--- src/rtl/fifo_pkg.sv ---
// fifo_pkg: shared helpers for the async-FIFO pointer/flag blocks.
//   depth_of(w) : FIFO depth for an address width w (2^w)
//   bin2gray(b) : reflected binary -> Gray
//   gray2bin(g) : Gray -> binary
// Functions work on a MAXW-wide container; callers zero-extend their
// pointer in and cast the result back to their own pointer width. Both
// conversions are unaffected by zero upper bits, so this is exact.
package fifo_pkg;

  localparam int MAXW = 32;

  function automatic int unsigned depth_of(input int unsigned w);
    return 32'd1 << w;
  endfunction

  function automatic logic [MAXW-1:0] bin2gray(input logic [MAXW-1:0] b);
    return b ^ (b >> 1);
  endfunction

  function automatic logic [MAXW-1:0] gray2bin(input logic [MAXW-1:0] g);
    logic [MAXW-1:0] b;
    b[MAXW-1] = g[MAXW-1];
    for (int i = MAXW - 2; i >= 0; i--) b[i] = b[i+1] ^ g[i];
    return b;
  endfunction

endpackage

--- src/rtl/fifo_gray2bin.sv ---
// fifo_gray2bin: combinational Gray -> binary converter, W bits.
//   i_gray : Gray-coded input
//   o_bin  : binary equivalent (prefix XOR from the MSB down)
module fifo_gray2bin #(
  parameter int W = 4
) (
  input  logic [W-1:0] i_gray,
  output logic [W-1:0] o_bin
);

  assign o_bin[W-1] = i_gray[W-1];

  for (genvar i = W - 2; i >= 0; i--) begin : g_bit
    assign o_bin[i] = o_bin[i+1] ^ i_gray[i];
  end

endmodule

--- src/rtl/fifo_wptr_full.sv ---
// fifo_wptr_full: write-side pointer and full/almost-full/free-count logic
// of an asynchronous FIFO, all in the write clock domain.
//   clk          : write clock (posedge)
//   rst          : synchronous active-high reset
//   winc         : write request
//   wq2_rptr     : Gray read pointer, already synchronised into clk domain
//   ovf_clr      : clears the sticky overflow flag
//   wen          : memory write enable (winc & ~wfull, forced 0 in reset)
//   waddr        : memory write address (low WIDTH bits of binary pointer)
//   wptr         : registered Gray write pointer for the read domain
//   wfull        : registered full flag
//   walmost_full : registered, free slots <= AFULL_THRESH
//   wfree        : registered free-slot count, 0..DEPTH
//   woverflow    : sticky, write attempted while full
module fifo_wptr_full
  import fifo_pkg::*;
#(
  parameter int WIDTH        = 3,
  parameter int AFULL_THRESH = 2
) (
  input  logic             clk,
  input  logic             rst,
  input  logic             winc,
  input  logic [WIDTH:0]   wq2_rptr,
  input  logic             ovf_clr,
  output logic             wen,
  output logic [WIDTH-1:0] waddr,
  output logic [WIDTH:0]   wptr,
  output logic             wfull,
  output logic             walmost_full,
  output logic [WIDTH:0]   wfree,
  output logic             woverflow
);

  localparam int             PW      = WIDTH + 1;
  localparam logic [PW-1:0]  DEPTH_P = PW'(depth_of(WIDTH));
  localparam logic [PW-1:0]  AF_P    = PW'(AFULL_THRESH);

  logic [PW-1:0] r_wbin;
  logic [PW-1:0] r_wptr;
  logic          r_wfull;
  logic          r_afull;
  logic [PW-1:0] r_wfree;
  logic          r_ovf;

  logic          w_wen;
  logic [PW-1:0] w_wbin_next;
  logic [PW-1:0] w_gray_next;
  logic [PW-1:0] w_rbin;
  logic [PW-1:0] w_full_cmp;
  logic [PW-1:0] w_free_next;
  logic          w_full_next;
  logic          w_afull_next;

  // Reset overrides any write request in the same cycle.
  assign w_wen       = winc & ~r_wfull & ~rst;
  assign w_wbin_next = r_wbin + {{WIDTH{1'b0}}, w_wen};
  assign w_gray_next = PW'(bin2gray(MAXW'(w_wbin_next)));

  fifo_gray2bin #(.W(PW)) u_rg2b (
    .i_gray (wq2_rptr),
    .o_bin  (w_rbin)
  );

  // Full when the write pointer is exactly one lap ahead of the read
  // pointer: in Gray that is the top two bits inverted, the rest equal.
  // wq2_rptr lags the real read pointer, so this can only be late to
  // clear, never early.
  assign w_full_cmp   = {~wq2_rptr[WIDTH:WIDTH-1], wq2_rptr[WIDTH-2:0]};
  assign w_full_next  = (w_gray_next == w_full_cmp);

  // Occupancy is the modular pointer difference; free = DEPTH - occupancy.
  assign w_free_next  = DEPTH_P - (w_wbin_next - w_rbin);
  assign w_afull_next = (w_free_next <= AF_P);

  always_ff @(posedge clk) begin
    if (rst) begin
      r_wbin  <= '0;
      r_wptr  <= '0;
      r_wfull <= 1'b0;
      r_afull <= 1'b0;
      r_wfree <= DEPTH_P;
    end else begin
      r_wbin  <= w_wbin_next;
      r_wptr  <= w_gray_next;
      r_wfull <= w_full_next;
      r_afull <= w_afull_next;
      r_wfree <= w_free_next;
    end
  end

  // Sticky overflow; a new overflow wins over a simultaneous clear.
  always_ff @(posedge clk) begin
    if (rst)                  r_ovf <= 1'b0;
    else if (winc && r_wfull) r_ovf <= 1'b1;
    else if (ovf_clr)         r_ovf <= 1'b0;
  end

  assign wen          = w_wen;
  assign waddr        = r_wbin[WIDTH-1:0];
  assign wptr         = r_wptr;
  assign wfull        = r_wfull;
  assign walmost_full = r_afull;
  assign wfree        = r_wfree;
  assign woverflow    = r_ovf;

endmodule

--- config.mk ---
export PLATFORM = sky130hd
export DESIGN_NAME = fifo_wptr_full
export DESIGN_NICKNAME = d
export VERILOG_FILES = /design/src/rtl/fifo_pkg.sv /design/src/rtl/fifo_gray2bin.sv /design/src/rtl/fifo_wptr_full.sv
export SDC_FILE = /design/constraint.sdc
export NUM_CORES = 1
export LEC_CHECK = 0
export CAP_MARGIN = 25
export CORE_ASPECT_RATIO = 0.8
export CORE_UTILIZATION = 42
export CTS_BUF_LIST = sky130_fd_sc_hd__clkbuf_4
export DETAILED_ROUTE_END_ITERATION = 10
export PLACE_DENSITY = 0.77
export RECOVER_POWER = 25
export SETUP_SLACK_MARGIN = 0.4
export SLEW_MARGIN = 20
export SYNTH_ARGS = -nofsm -noshare
export SYNTH_HDL_FRONTEND = slang
export SYNTH_SLANG_ARGS = --single-unit
--- constraint.sdc ---
create_clock -name clk -period 3 [get_ports clk]
set_clock_uncertainty 0.1 [all_clocks]
set_input_delay 0.3 -clock clk [delete_from_list [all_inputs] [get_ports clk]]
set_output_delay 0.3 -clock clk [all_outputs]
set_load 0.02 [all_outputs]
==> flow_summary.yaml, run 1 <==
run_status:
  status: "finished clean"
clock_network:
  cts_buffers: 3
  htreeDepth: 1
  cts_root_buffer: "clkbuf_4"
  clock_path_buffers: 2
  clock_latency_ns: 0.28
  cts.sink_count: 14
  cts-hold-fix-buffers: 0
  cts_tree: "built"
  clk_pin_slew_ns: 0.08
worst_setup_path:
  crit_type: "register to register"
  critPathTopFamily: "adder cells"
  required_ns: 3.08
  crit_buf_inv: 0
  crit_fanout: 2
  cpPeakStageDelay_ns: 0.39
  crit_arrival_ns: 2.76
  cp-start-kind: "register"
  cp-end-kind: "register"
  crit_chain: "nor3b_1 -> ha_1 -> ha_4 -> xor2_1 -> ha_2 -> fa_2 -> xnor2_2 -> xnor3_1 -> or2_1"
  cpMaxStageDelayCell: "fa_2"
  r2r_setup_slack_ns: 0.32
routing:
  via_count: 532
  met1Wirelength_um: 687
  maxUsedRoutingLayer: "met4"
  wire_per_inst_um: 12.1
  drtPass1Iterations: 4
  drt-initial-drc-count: 8
  vias_per_cell: 4.55
  antenna_left: 0
  drcViolationCount: 0
  wl_met3_um: 80
  drt_wl_total_um: 1410
  wl_met2_um: 636
power:
  leakage_nw: 0.463
  p_per_area_nw_per_um2: 482
  p_total_mw: 0.529
  worst_ir_drop_vdd_mv: 0.320
logic_synthesis:
  muxShareOfSynthArea: 0
  synth_compound_area_frac: 0.0434
  synth_top_family_by_area: "XOR/XNOR gates"
  yosys.area.top_type: "dfxtp_1"
  yosys_warnings: 0
  synth_top_area_share: 0.389
  ys_ff_latch: 14
  yosysUniqueCellTypes: 21
  ys_top_cells_by_area: "dfxtp_1 (39%), xnor3_1 (13%), ha_1 (8.7%)"
  ys_seq_area_frac: 0.389
  synthAdderAreaFrac: 0.115
  syn_inst: 62
  synthXorXnorAreaFrac: 0.293
  synth_simple_gate_area_frac: 0.137
  avgSynthCellArea_um2: 11.6
  syn-num-nets: 76
  synth_area_um2: 721
placement:
  post_dp_cell_area_um2: 1050
  place.gp.congestion: 0.834
  pre_cts_ws_ns: -0.122
  hpwl_um: 1120
  numPortBuffers: 22
timing:
  rsz0062_at_grt: "yes"
  hold_viol: 0
  setup_viol: 0
  fmax_mhz: 374
  worst_pin_slew_ns: 0.317
  worst_slack_ns: 0.323
  slew_viol_final: 0
  relSlewSlack: 0.788
  period_needed_ns: 2.68
  fin_crit_sh: 0.892
  holdWs_ns: 0.331
die:
  initial_core_util: 0.485
  dieArea_um2: 1890
  num_rows: 12
  core_area_um2: 1490
  boundaryPins: 23
  die_x_um: 48.3
  dieHeight_um: 39.1
layout:
  syn_to_final_growth_pct: 52.4
  multi_input_area_um2: 472
  antenna_cells: 0
  regArea_um2: 280
  fin_area_um2: 1100
  fillers: 107
  drive_gt1_frac: 0.240
  nets: 111
global_route:
  grt_pass1_wl_um: 2400
  antenna_found_initial: 0
  grt_max_degree: 15
  grt_use_total: 0.189
  grt_pass1_vias: 529
  gr-total-overflow: 0
worst_hold_path:
  min_path_type: "primary input to register"
run:
  maxCapViolations: 0
worst register-to-register path, stage by stage, from the launching register on:
cell and delay [ns]:
dfxtp_1 0.33, nor3b_1 0.30, ha_1 0.28, ha_4 0.22, xor2_1 0.16, ha_2 0.18, fa_2 0.39, xnor2_2 0.13
xnor3_1 0.27, or2_1 0.22
Yosys cell counts (all sizes together):
library cell / count
dfxtp: 14
xnor2: 8
nor2: 7
ha: 5
xor2: 5
nor2b: 4
xnor3: 4
inv: 2
nand2b: 2
a2111oi: 1
a21boi: 1
a21oi: 1
buf: 1
clkbuf: 1
fa: 1
nand2: 1
nand3: 1
nor3b: 1
nor4: 1
or2: 1
worst paths after layout:
kind         startpoint         to  depth (start not counted)
min                winc  woverflow                          3
max               wfull   wfree[3]                          9
min reg2reg   woverflow  woverflow                          2
max reg2reg       wfull   wfree[3]                          9
layout make-up:
| class | instances | share of cell area |
|---|---|---|
| clock inverter | 1 | 0.00342 |
| timing repair buffer | 32 | 0.261 |
| sequential | 14 | 0.255 |
| inverter | 2 | 0.00683 |
| clock buffer | 3 | 0.0205 |
| tap | 21 | 0.0239 |
| multi-input combinational | 44 | 0.429 |
metrics by stage:
| step | utilization | setup TNS, ns | instances |
|---|---|---|---|
| finish | 0.739 | 0 | 117 |
| global route | 0.739 | 0 | 117 |
| CTS | 0.742 | 0 | 116 |
| detailed placement | 0.706 | -0.237 | 111 |
| global placement | 0.706 | -0.115 | 111 |
| floorplan | - | 0 | 62 |
flip-flops by register name (all words and copies together) (netlist names):
name and cells:
wfull 1, r_wbin 4, woverflow 1, wptr 3, walmost_full 1, wfree 4
cell families after synthesis:
group / after synthesis
XOR/XNOR: 17
buffers and inverters: 4
adder cells (fa/ha/maj): 6
AO/OA/AOI/OAI: 3
flip-flops: 14
AND/OR/NAND/NOR: 18
where the power goes:
part | total (mW) | leakage, nW | internal (mW) | switching [mW]
clock | 0.110 | 0.0154 | 0.0483 | 0.0617
combinational | 0.206 | 0.333 | 0.110 | 0.0962
sequential | 0.213 | 0.115 | 0.207 | 0.00646
total | 0.529 | 0.463 | 0.365 | 0.164
placed cells by master, fill, tap and decap left out, drive strengths merged:
cell,Yosys,final
clkinv,0,1
dlygate4sd2,0,4
a21oi,1,1
nor3b,1,1
xor2,5,5
nor2,7,7
inv,2,2
nand2,1,1
a21boi,1,1
ha,5,5
a2111oi,1,1
nor2b,4,4
clkdlybuf4s50,0,17
xnor2,8,8
buf,1,9
clkbuf,1,4
nand3,1,1
nand2b,2,2
fa,1,1
nor4,1,1
dfxtp,14,14
or2,1,1
dlygate4sd3,0,1
xnor3,4,4
repair_timing:
item,4_1_cts,5_1_grt
endpoints found under the setup margin,2,2
pin swaps,7,4
resized for setup,8,2
setup buffers,1,1
routing by layer:
layer / track usage / up-vias
li1: - / 271
met1: 0.237 / 241
met2: 0.292 / 18
met3: 0.0706 / 2
met4: 0.0882 / 0
met5: 0 / -
No activity file was read; power rests on OpenSTA's default activity.
==> inputs of run 2 (changes only) <==
--- a/config.mk
+++ b/config.mk
@@ -9,11 +9,10 @@
 export CORE_ASPECT_RATIO = 0.8
 export CORE_UTILIZATION = 42
 export CTS_BUF_LIST = sky130_fd_sc_hd__clkbuf_4
+export CTS_CLUSTER_SIZE = 30
 export DETAILED_ROUTE_END_ITERATION = 10
 export PLACE_DENSITY = 0.77
-export RECOVER_POWER = 25
 export SETUP_SLACK_MARGIN = 0.4
-export SLEW_MARGIN = 20
 export SYNTH_ARGS = -nofsm -noshare
 export SYNTH_HDL_FRONTEND = slang
 export SYNTH_SLANG_ARGS = --single-unit
==> flow_summary.yaml, run 2 (synthesized netlist as in run 1, its figures left out) <==
layout:
  nets: 111
  layout_commonest_cell: "clkdlybuf4s50_1"
  antenna_cells: 0
  fin_area_um2: 1120
  layout_common_cells: "clkdlybuf4s50_1 (18), dfxtp_1 (13), buf_4 (10), nor2_1 (7)"
  syn_to_final_growth_pct: 55.4
  drive_gt1_frac: 0.281
routing:
  wire_per_inst_um: 12.1
  via_count: 533
  drt_wl_total_um: 1420
  drt-initial-drc-count: 8
  drcViolationCount: 0
  drtPass1Iterations: 2
  antenna_left: 0
  vias_per_cell: 4.56
timing:
  holdWs_ns: 0.338
  fmax_mhz: 392
  worst_slack_ns: 0.446
  hold_viol: 0
  period_needed_ns: 2.55
  worst_pin_slew_ns: 0.250
  rsz0062_at_grt: "yes"
  fin_crit_sh: 0.851
  relSlewSlack: 0.833
  setup_viol: 0
  slew_viol_final: 0
placement:
  pre_cts_ws_ns: -0.122
  numPortBuffers: 22
  hpwl_um: 1120
  post_dp_cell_area_um2: 1050
  place.gp.congestion: 0.834
worst_hold_path:
  min_path_type: "primary input to register"
  hold_depth: 3
clock_network:
  clock_latency_ns: 0.28
  clk_pin_slew_ns: 0.09
  cts_tree: "built"
  clock_path_buffers: 2
  cts.sink_count: 14
  htreeDepth: 1
  cts_buffers: 3
  cts_root_buffer: "clkbuf_4"
power:
  leakage_nw: 0.466
  p_per_area_nw_per_um2: 476
  p_total_mw: 0.534
  worst_ir_drop_vdd_mv: 0.324
die:
  boundaryPins: 23
  core_area_um2: 1490
  dieHeight_um: 39.1
  dieArea_um2: 1890
  initial_core_util: 0.485
  num_rows: 12
  die_x_um: 48.3
worst_setup_path:
  cp-start-kind: "register"
  crit_type: "register to register"
  cp-end-kind: "register"
  reg2regPathDepth: 9
  crit_fanout: 2
  crit_arrival_ns: 2.63
  required_ns: 3.08
global_route:
  grt_pass1_vias: 529
  antenna_found_initial: 0
  grt_pass1_wl_um: 2400
  grt_use_total: 0.189
  gr-total-overflow: 0
  grt_max_degree: 15
run_status:
  status: "finished clean"
run:
  maxCapViolations: 0
-- run 2: cell count changes in the layout (fill, tap and decap cells not counted), sizes merged --
cell and delta:
clkbuf -1, clkdlybuf4s50 +1, dlygate4sd3 -1, buf +1
-- run 2: area by class of cell --
type | instances | area [um2]
clock buffer | 3 | 22.5
inverter | 2 | 7.51
clock inverter | 1 | 3.75
tap | 21 | 26.3
sequential | 14 | 284
multi-input combinational | 44 | 485
fill | 101 | 367
timing repair buffer | 32 | 290
-- run 2: power breakdown --
part	internal (mW)	total, mW	leakage (nW)	switching (mW)
combinational	0.113	0.210	0.335	0.0968
sequential	0.206	0.213	0.115	0.00671
clock	0.0483	0.111	0.0154	0.0625
-- run 2: final timing paths --
kind                  start         to  slack, ns
setup / recovery      wfull   wfree[3]       0.45
hold / removal         winc  woverflow       0.34
setup reg to reg      wfull   wfree[3]       0.45
hold reg to reg   woverflow  woverflow       0.37
-- run 2: critical path, stage by stage (launching register included) --
cell and delay, ns:
dfxtp_4 0.36, nor3b_4 0.19, ha_2 0.24, ha_4 0.21, xor2_1 0.16, ha_2 0.18, fa_2 0.39, xnor2_2 0.13
xnor3_1 0.27, or2_1 0.22
-- run 2: routing by layer --
layer  up-vias  GRT usage  share of wire
met3         4     0.0706          0.057
met2        19      0.292           0.44
met5         -          0              0
li1        270          -              -
met1       240      0.237           0.49
met4         0     0.0882          0.013
-- run 2: timing repair --
action | CTS | global route
setup endpoints to repair | 2 | 2
cloned | 0 | 0
pin swaps | 7 | 4
hold buffers | 0 | 0
setup buffers | 1 | 1
gates resized for setup | 8 | 2
-- run 2: stage by stage --
step                      std cells  TNS, ns  utilization
final                           117        0        0.753
after global routing            117        0        0.753
after CTS                       116        0        0.742
after detailed placement        111   -0.237        0.706
after global placement          111   -0.115        0.706
after floorplan                  62        0            -
